$ cat src/rtl/jtag_pkg.sv
// Shared types and helpers for the JTAG TDO transmitter.
// JTAG_TX_PARITY_EN appends an odd-parity bit, so each transfer is one bit longer.
package jtag_pkg;

  typedef enum logic [1:0] {
    IDLE  = 2'd0,
    SHIFT = 2'd1,
    DONE  = 2'd2
  } tx_state_t;

  localparam logic TDO_IDLE = 1'b0;

  function automatic int nbits(input int width);
`ifdef JTAG_TX_PARITY_EN
    return width + 1;
`else
    return width;
`endif
  endfunction

endpackage

$ cat src/rtl/tdo_retimer.sv
// Falling-edge TDO launch flop; the only negedge flop in the transmitter.
module tdo_retimer
  import jtag_pkg::*;
(
  input  logic clk,
  input  logic reset,
  input  logic tx_bit,
  output logic tdo
);

  always_ff @(negedge clk) begin
    if (reset) tdo <= TDO_IDLE;
    else       tdo <= tx_bit;
  end

endmodule

$ cat src/rtl/jtag_shift_transmitter.sv
// Parametrised JTAG TDO serialiser: valid/ready load, pausable/abortable shift-out.
// Build option JTAG_TX_PARITY_EN appends odd parity over the loaded word as the last bit.
module jtag_shift_transmitter
  import jtag_pkg::*;
#(
  parameter  int WIDTH     = 32,
  parameter  int LSB_FIRST = 0,
  localparam int NBITS     = nbits(WIDTH),
  localparam int BLW       = $clog2(NBITS + 1)
) (
  input  logic             clk,
  input  logic             reset,
  input  logic             load_valid,
  output logic             load_ready,
  input  logic [WIDTH-1:0] load_data,
  input  logic             shift_en,
  input  logic             abort,
  output logic             tdo,
  output logic             busy,
  output logic             done,
  output logic [BLW-1:0]   bits_left
);

  tx_state_t        r_state, w_state_nxt;
  logic [NBITS-1:0] r_sreg, w_sreg_nxt, w_load_word, w_shifted;
  logic             r_tx_bit, w_tx_bit_nxt, w_head_bit;
  logic [BLW-1:0]   r_bits_left, w_bits_left_nxt;

  // Parity sits at the end that leaves the register last.
  always_comb begin
`ifdef JTAG_TX_PARITY_EN
    if (LSB_FIRST != 0) w_load_word = {~^load_data, load_data};
    else                w_load_word = {load_data, ~^load_data};
`else
    w_load_word = load_data;
`endif
  end

  always_comb begin
    if (LSB_FIRST != 0) begin
      w_head_bit = r_sreg[0];
      w_shifted  = {1'b0, r_sreg[NBITS-1:1]};
    end else begin
      w_head_bit = r_sreg[NBITS-1];
      w_shifted  = {r_sreg[NBITS-2:0], 1'b0};
    end
  end

  always_comb begin
    w_state_nxt     = r_state;
    w_sreg_nxt      = r_sreg;
    w_tx_bit_nxt    = r_tx_bit;
    w_bits_left_nxt = r_bits_left;
    if (abort) begin
      w_state_nxt     = IDLE;
      w_tx_bit_nxt    = TDO_IDLE;
      w_bits_left_nxt = '0;
    end else begin
      case (r_state)
        IDLE: begin
          if (load_valid) begin
            w_sreg_nxt      = w_load_word;
            w_bits_left_nxt = BLW'(NBITS);
            w_state_nxt     = SHIFT;
          end
        end
        SHIFT: begin
          if (shift_en) begin
            w_tx_bit_nxt    = w_head_bit;
            w_sreg_nxt      = w_shifted;
            w_bits_left_nxt = r_bits_left - 1'b1;
            if (r_bits_left == BLW'(1)) w_state_nxt = DONE;
          end
        end
        DONE: begin
          w_tx_bit_nxt = TDO_IDLE;
          if (!shift_en) w_state_nxt = IDLE;
        end
        default: begin
          w_state_nxt  = IDLE;
          w_tx_bit_nxt = TDO_IDLE;
        end
      endcase
    end
  end

  always_ff @(posedge clk) begin
    if (reset) begin
      r_state     <= IDLE;
      r_tx_bit    <= TDO_IDLE;
      r_bits_left <= '0;
    end else begin
      r_state     <= w_state_nxt;
      r_tx_bit    <= w_tx_bit_nxt;
      r_bits_left <= w_bits_left_nxt;
    end
  end

  // Payload register carries no reset; the control path alone defines validity.
  always_ff @(posedge clk) begin
    r_sreg <= w_sreg_nxt;
  end

  assign load_ready = (r_state == IDLE);
  assign busy       = (r_state == SHIFT);
  assign done       = (r_state == DONE);
  assign bits_left  = r_bits_left;

  tdo_retimer u_tdo_retimer (
    .clk    (clk),
    .reset  (reset),
    .tx_bit (r_tx_bit),
    .tdo    (tdo)
  );

endmodule

$ cat config.mk
export PLATFORM = sky130hd
export DESIGN_NAME = jtag_shift_transmitter
export DESIGN_NICKNAME = d
export VERILOG_FILES = /design/src/rtl/jtag_pkg.sv /design/src/rtl/tdo_retimer.sv /design/src/rtl/jtag_shift_transmitter.sv
export SDC_FILE = /design/constraint.sdc
export NUM_CORES = 1
export LEC_CHECK = 0
export ABC_AREA = 0
export BUFFER_PORTS_ARGS = -buffer_cell sky130_fd_sc_hd__clkbuf_2
export CORE_MARGIN = 5
export CORE_UTILIZATION = 52
export DETAILED_ROUTE_END_ITERATION = 12
export PLACE_DENSITY = 0.82
export SLEW_MARGIN = 20
export SYNTH_ARGS = -nofsm -noshare
export SYNTH_HDL_FRONTEND = slang
export SYNTH_SLANG_ARGS = --single-unit
$ cat constraint.sdc
create_clock -name clk -period 4.1 [get_ports clk]
set_input_delay 0.41 -clock clk [delete_from_list [all_inputs] [get_ports clk]]
set_output_delay 0.41 -clock clk [all_outputs]
set_load 0.1 [all_outputs]
Word-level counts from Yosys, hierarchy flattened
Index checks and enable logic that the tools add are counted.

Output and inout port bits: 10. Register bits: 42.

Bitwise gates (word level): 2. Mux-type cells: 13. Eq/ne operators: 7. Add/sub/neg operators: 1. Reduce and logical (&&, ||, !) cells: 7.

Operator list (number): two-way mux 32 bit (2); one-hot mux 32 bit (2 select lines) (1); two-way mux 6 bit (2); one-hot mux 6 bit (2 select lines) (1); two-way mux 2 bit (4); AND reduction 4 bit (2); == test 6 x 1 -> 1 bit (second input constant) (1); inequality test 2 bit (second input constant) (3); one-hot mux 2 bit (3 select lines) (1); subtractor 6 x 1 -> 6 bit (second input constant) (1); AND reduction 3 bit (1); == test 2 x 1 -> 1 bit (second input constant) (1); == test 2 bit (second input constant) (1); zero test 2 bit (1); inequality test 2 x 1 -> 1 bit (second input constant) (1); inverter 1 bit (2); one-hot mux 1 bit (2 select lines) (1); AND reduction 2 bit (1); nonzero test 2 bit (1); OR reduction 2 bit (1); two-way mux 1 bit (1).

Depth between registers and ports, before layout
Depth after elaboration: 4. Mapped depth: 6.

By module
A second synthesis with hierarchy kept.

Cells, all modules: 128. Area, all modules: 1854.3 um^2.

Modules (own cells, without submodules): jtag_shift_transmitter (cells each 125, area each 1816.7 um^2, sequential area each 1141.1 um^2, instances 1); tdo_retimer (cells each 3, area each 37.5 um^2, sequential area each 20.0 um^2, instances 1).

==> metrics.txt <==
# TYPE chip_impl_metric gauge
chip_impl_info{name="status",value="finished, final reports clean"} 1
chip_impl_info{name="clockRootBuffer",value="clkbuf_4"} 1
chip_impl_metric{name="grt_pass1_vias",unit=""} 1224
chip_impl_metric{name="fin_nets",unit=""} 215
chip_impl_metric{name="post_placement_setup_slack",unit="ps"} 912
chip_impl_info{name="clock_tree_from_tritoncts",value="built"} 1
chip_impl_metric{name="route.detailed.drc",unit=""} 0
chip_impl_metric{name="number_of_filler_instances_in_the_final_layout",unit=""} 269
chip_impl_metric{name="grt_first_pass_wirelength",unit="mm"} 5.57
chip_impl_info{name="rsz0062_at_grt",value="false"} 1
chip_impl_metric{name="num_rows",unit=""} 21
chip_impl_metric{name="die_y",unit="um"} 69.6
chip_impl_metric{name="drt-wirelength-per-cell",unit="um"} 15.3
chip_impl_info{name="hp-class",value="input port to flip-flop"} 1
chip_impl_metric{name="cts_max_level",unit=""} 2
chip_impl_info{name="crit_family",value="buffers and inverters"} 1
chip_impl_metric{name="dieWidth",unit="um"} 69.6
chip_impl_metric{name="syn-num-nets",unit=""} 167
chip_impl_metric{name="worst_clock_skew",unit="ps"} 47.2
chip_impl_metric{name="gpl.final_weighted_congestion",unit=""} 0.799
chip_impl_metric{name="clkTransAtPathRegs",unit="ps"} 120
chip_impl_metric{name="yosysWarnings",unit=""} 0
chip_impl_metric{name="finalHoldViolCount",unit=""} 0
chip_impl_metric{name="pwr_per_cell_area",unit="mW/mm2"} 369
chip_impl_metric{name="postCtsSetupRepairBufs",unit=""} 0
chip_impl_metric{name="boundaryPins",unit=""} 47
chip_impl_info{name="setup.worst_path.start_class",value="flip-flop"} 1
chip_impl_metric{name="synth_cell_type_count",unit=""} 27
chip_impl_metric{name="initial_utilization",unit="%"} 54.5
chip_impl_metric{name="critPathBufInv",unit=""} 1
chip_impl_metric{name="core-area",unit="mm2"} 0.00339
chip_impl_metric{name="post_drt_via_cell_ratio",unit=""} 5.31
chip_impl_metric{name="post_layout_power",unit="uW"} 805
chip_impl_info{name="end_kind",value="output port"} 1
chip_impl_metric{name="layout_setup_ws",unit="ps"} 507
chip_impl_metric{name="worst_path_largest_cell_delay",unit="ps"} 440
chip_impl_metric{name="synth_register_bits",unit=""} 42
chip_impl_metric{name="sink_count_of_the_clock_tree",unit=""} 42
chip_impl_metric{name="area_growth_syn_to_layout",unit="%"} 18.2
chip_impl_metric{name="vias",unit=""} 1184
chip_impl_metric{name="postSynthCellCount",unit=""} 128
chip_impl_metric{name="max-slew-margin-rel",unit="%"} 47.4
chip_impl_metric{name="antenna-diode-count",unit=""} 0
chip_impl_metric{name="first_pass_iters",unit=""} 4
chip_impl_metric{name="cts_resized",unit=""} 0
chip_impl_metric{name="routed_wirelength",unit="mm"} 3.41
chip_impl_metric{name="clkLatencyLatePin",unit="ps"} 390
chip_impl_metric{name="grt.total_usage",unit="%"} 14.6
chip_impl_metric{name="worst_pin_slew",unit="ps"} 767
chip_impl_metric{name="ant_nets",unit=""} 0
chip_impl_metric{name="critical_path.max_fanout",unit=""} 1
chip_impl_metric{name="setup-violations-final",unit=""} 0
chip_impl_metric{name="final_max_slew_violation_count",unit=""} 0
chip_impl_metric{name="grt_remaining_overflow",unit=""} 0
chip_impl_metric{name="pin_count_of_the_biggest_net_entering_global_routing",unit=""} 33
chip_impl_metric{name="number_of_antenna_violations_at_the_first_check_in_global_routing",unit=""} 0
chip_impl_metric{name="drv_cap",unit=""} 0
chip_impl_metric{name="cp.required",unit="ps"} 3690
chip_impl_metric{name="portBuffers",unit=""} 46
chip_impl_metric{name="syn_area_per_cell",unit="um2"} 14.4
chip_impl_metric{name="critPathArrivalTime",unit="ps"} 3180
chip_impl_metric{name="synth-seq-area-share",unit="%"} 62.9
chip_impl_metric{name="design.die.area",unit="mm2"} 0.00484
chip_impl_metric{name="post-dp-hpwl",unit="mm"} 2.49
chip_impl_metric{name="ir_worst_vdd",unit="V"} 0.000209
chip_impl_metric{name="leakage_power_figure",unit="uW"} 0.000862
chip_impl_metric{name="drive_above_1_share",unit="%"} 52.0
chip_impl_metric{name="setup_tns",unit="ps"} 0
chip_impl_info{name="timing_worst_setup_path_type",value="flip-flop to output port"} 1
chip_impl_metric{name="cts_inserted_buffers",unit=""} 5
chip_impl_info{name="timing.critical_path.cells",value="clkbuf_2"} 1
chip_impl_metric{name="clk_path_buf_depth",unit=""} 2
chip_impl_metric{name="dp.cells",unit=""} 215
chip_impl_metric{name="mappedNetlistArea",unit="mm2"} 0.00185
chip_impl_metric{name="final-instance-count-excl-fill",unit=""} 223
chip_impl_metric{name="hold_buffer_count_at_cts",unit=""} 0
chip_impl_metric{name="drt_first_iter_violations",unit=""} 121
chip_impl_info{name="crit_path_top_delay_cell",value="clkbuf_2"} 1
## path summary, 6_finish.rpt
path	start	end	slack (ps)	cells past startpoint
setup / recovery	u_tdo_retimer.tdo	tdo	510	1
hold / removal	shift_en	r_state[1]	310	3
setup reg to reg	r_tx_bit	u_tdo_retimer.tdo	1540	1
hold reg to reg	bits_left[4]	bits_left[4]	530	2
## placed cells by master (no fill, tap or decap)
| master | instances |
|---|---|
| a21oi_1 | 5 |
| a31oi_1 | 2 |
| and2b_1 | 1 |
| and4_1 | 1 |
| buf_4 | 2 |
| clkbuf_1 | 1 |
| clkbuf_2 | 46 |
| clkbuf_4 | 5 |
| clkbuf_8 | 1 |
| clkinvlp_2 | 1 |
| dfxtp_1 | 10 |
| edfxtp_1 | 32 |
| ha_1 | 2 |
| inv_1 | 4 |
| mux2_2 | 31 |
| mux2i_1 | 2 |
| nand2_1 | 3 |
| nand4b_1 | 1 |
| nor2_1 | 4 |
| nor2b_1 | 3 |
| nor3_1 | 1 |
| nor3_2 | 1 |
| nor4_1 | 2 |
| o21ai_0 | 4 |
| o31ai_1 | 2 |
| or2_2 | 2 |
| or3_1 | 2 |
| or3b_2 | 1 |
| or4_1 | 2 |
| or4_4 | 1 |
| or4b_1 | 1 |
| or4b_2 | 1 |
## metal layers
layer | vias to the layer above | part of all wire [%] | global-route usage, %
li1 | 580 | - | -
met1 | 555 | 37 | 15.3
met2 | 40 | 52 | 25.5
met3 | 9 | 9.4 | 6.23
met4 | 0 | 1.5 | 5.86
met5 | - | 0 | 0
## power breakdown
group          switching (uW)  internal, uW
clock                     131          84.0
sequential               7.74           483
combinational            56.0          44.1
total                     195           611
## flip-flops by register name, indices dropped and copies added, names as in the netlist
signal / count
r_sreg: 32
bits_left: 6
r_state: 2
r_tx_bit: 1
u_tdo_retimer.tdo: 1
## cell type report
cell class | instances | area, um2 | area share (%)
Clock inverter | 2 | 8.76 | 0.401
Clock buffer | 7 | 55.1 | 2.52
Multi-Input combinational cell | 75 | 644 | 29.5
Inverter | 3 | 11.3 | 0.516
Sequential cell | 42 | 1160 | 53.2
Tap cell | 46 | 57.6 | 2.64
Timing Repair Buffer | 48 | 245 | 11.2
## cells in the mapped netlist
cell type	n	share of area, %
mux2i_1	2	1.1
o31ai_1	2	0.81
inv_1	4	0.81
clkbuf_1	3	0.61
ha_1	2	1.4
or2_2	2	0.68
o21ai_0	4	1.1
and4_1	1	0.47
nand4b_1	1	0.47
buf_2	4	1.1
or4_1	2	0.81
or4_4	1	0.61
nor2_1	4	0.81
mux2_2	31	19
or4b_1	1	0.54
or3b_2	1	0.47
nand2_1	3	0.61
nor3_1	2	0.54
a21oi_1	5	1.4
and2b_1	1	0.41
a31oi_1	2	0.68
or3_1	2	0.68
nor2b_1	3	1.0
dfxtp_1	10	11
nor4_1	2	0.68
edfxtp_1	32	52
or4b_2	1	0.54
## stage by stage
| stage | utilization [%] | area (um2) | hold WS, ps |
|---|---|---|---|
| final | 64.4 | 2180 | 306 |
| after global routing | 64.4 | 2180 | 294 |
| after CTS | 64.4 | 2180 | 285 |
| after detailed placement | 62.6 | 2120 | 510 |
| after global placement | 62.6 | 2120 | 492 |
| after floorplan | - | 1850 | 499 |
## cell families after synthesis
kind of cell,after synthesis,synth area share [%]
AND/OR/NAND/NOR,27,9.35
buffers and inverters,11,2.51
flip-flops,42,62.9
AO/OA/AOI/OAI,13,3.93
multiplexers,33,20.0
adder cells (fa/ha/maj),2,1.35
Power figures use the tool's default switching activity.
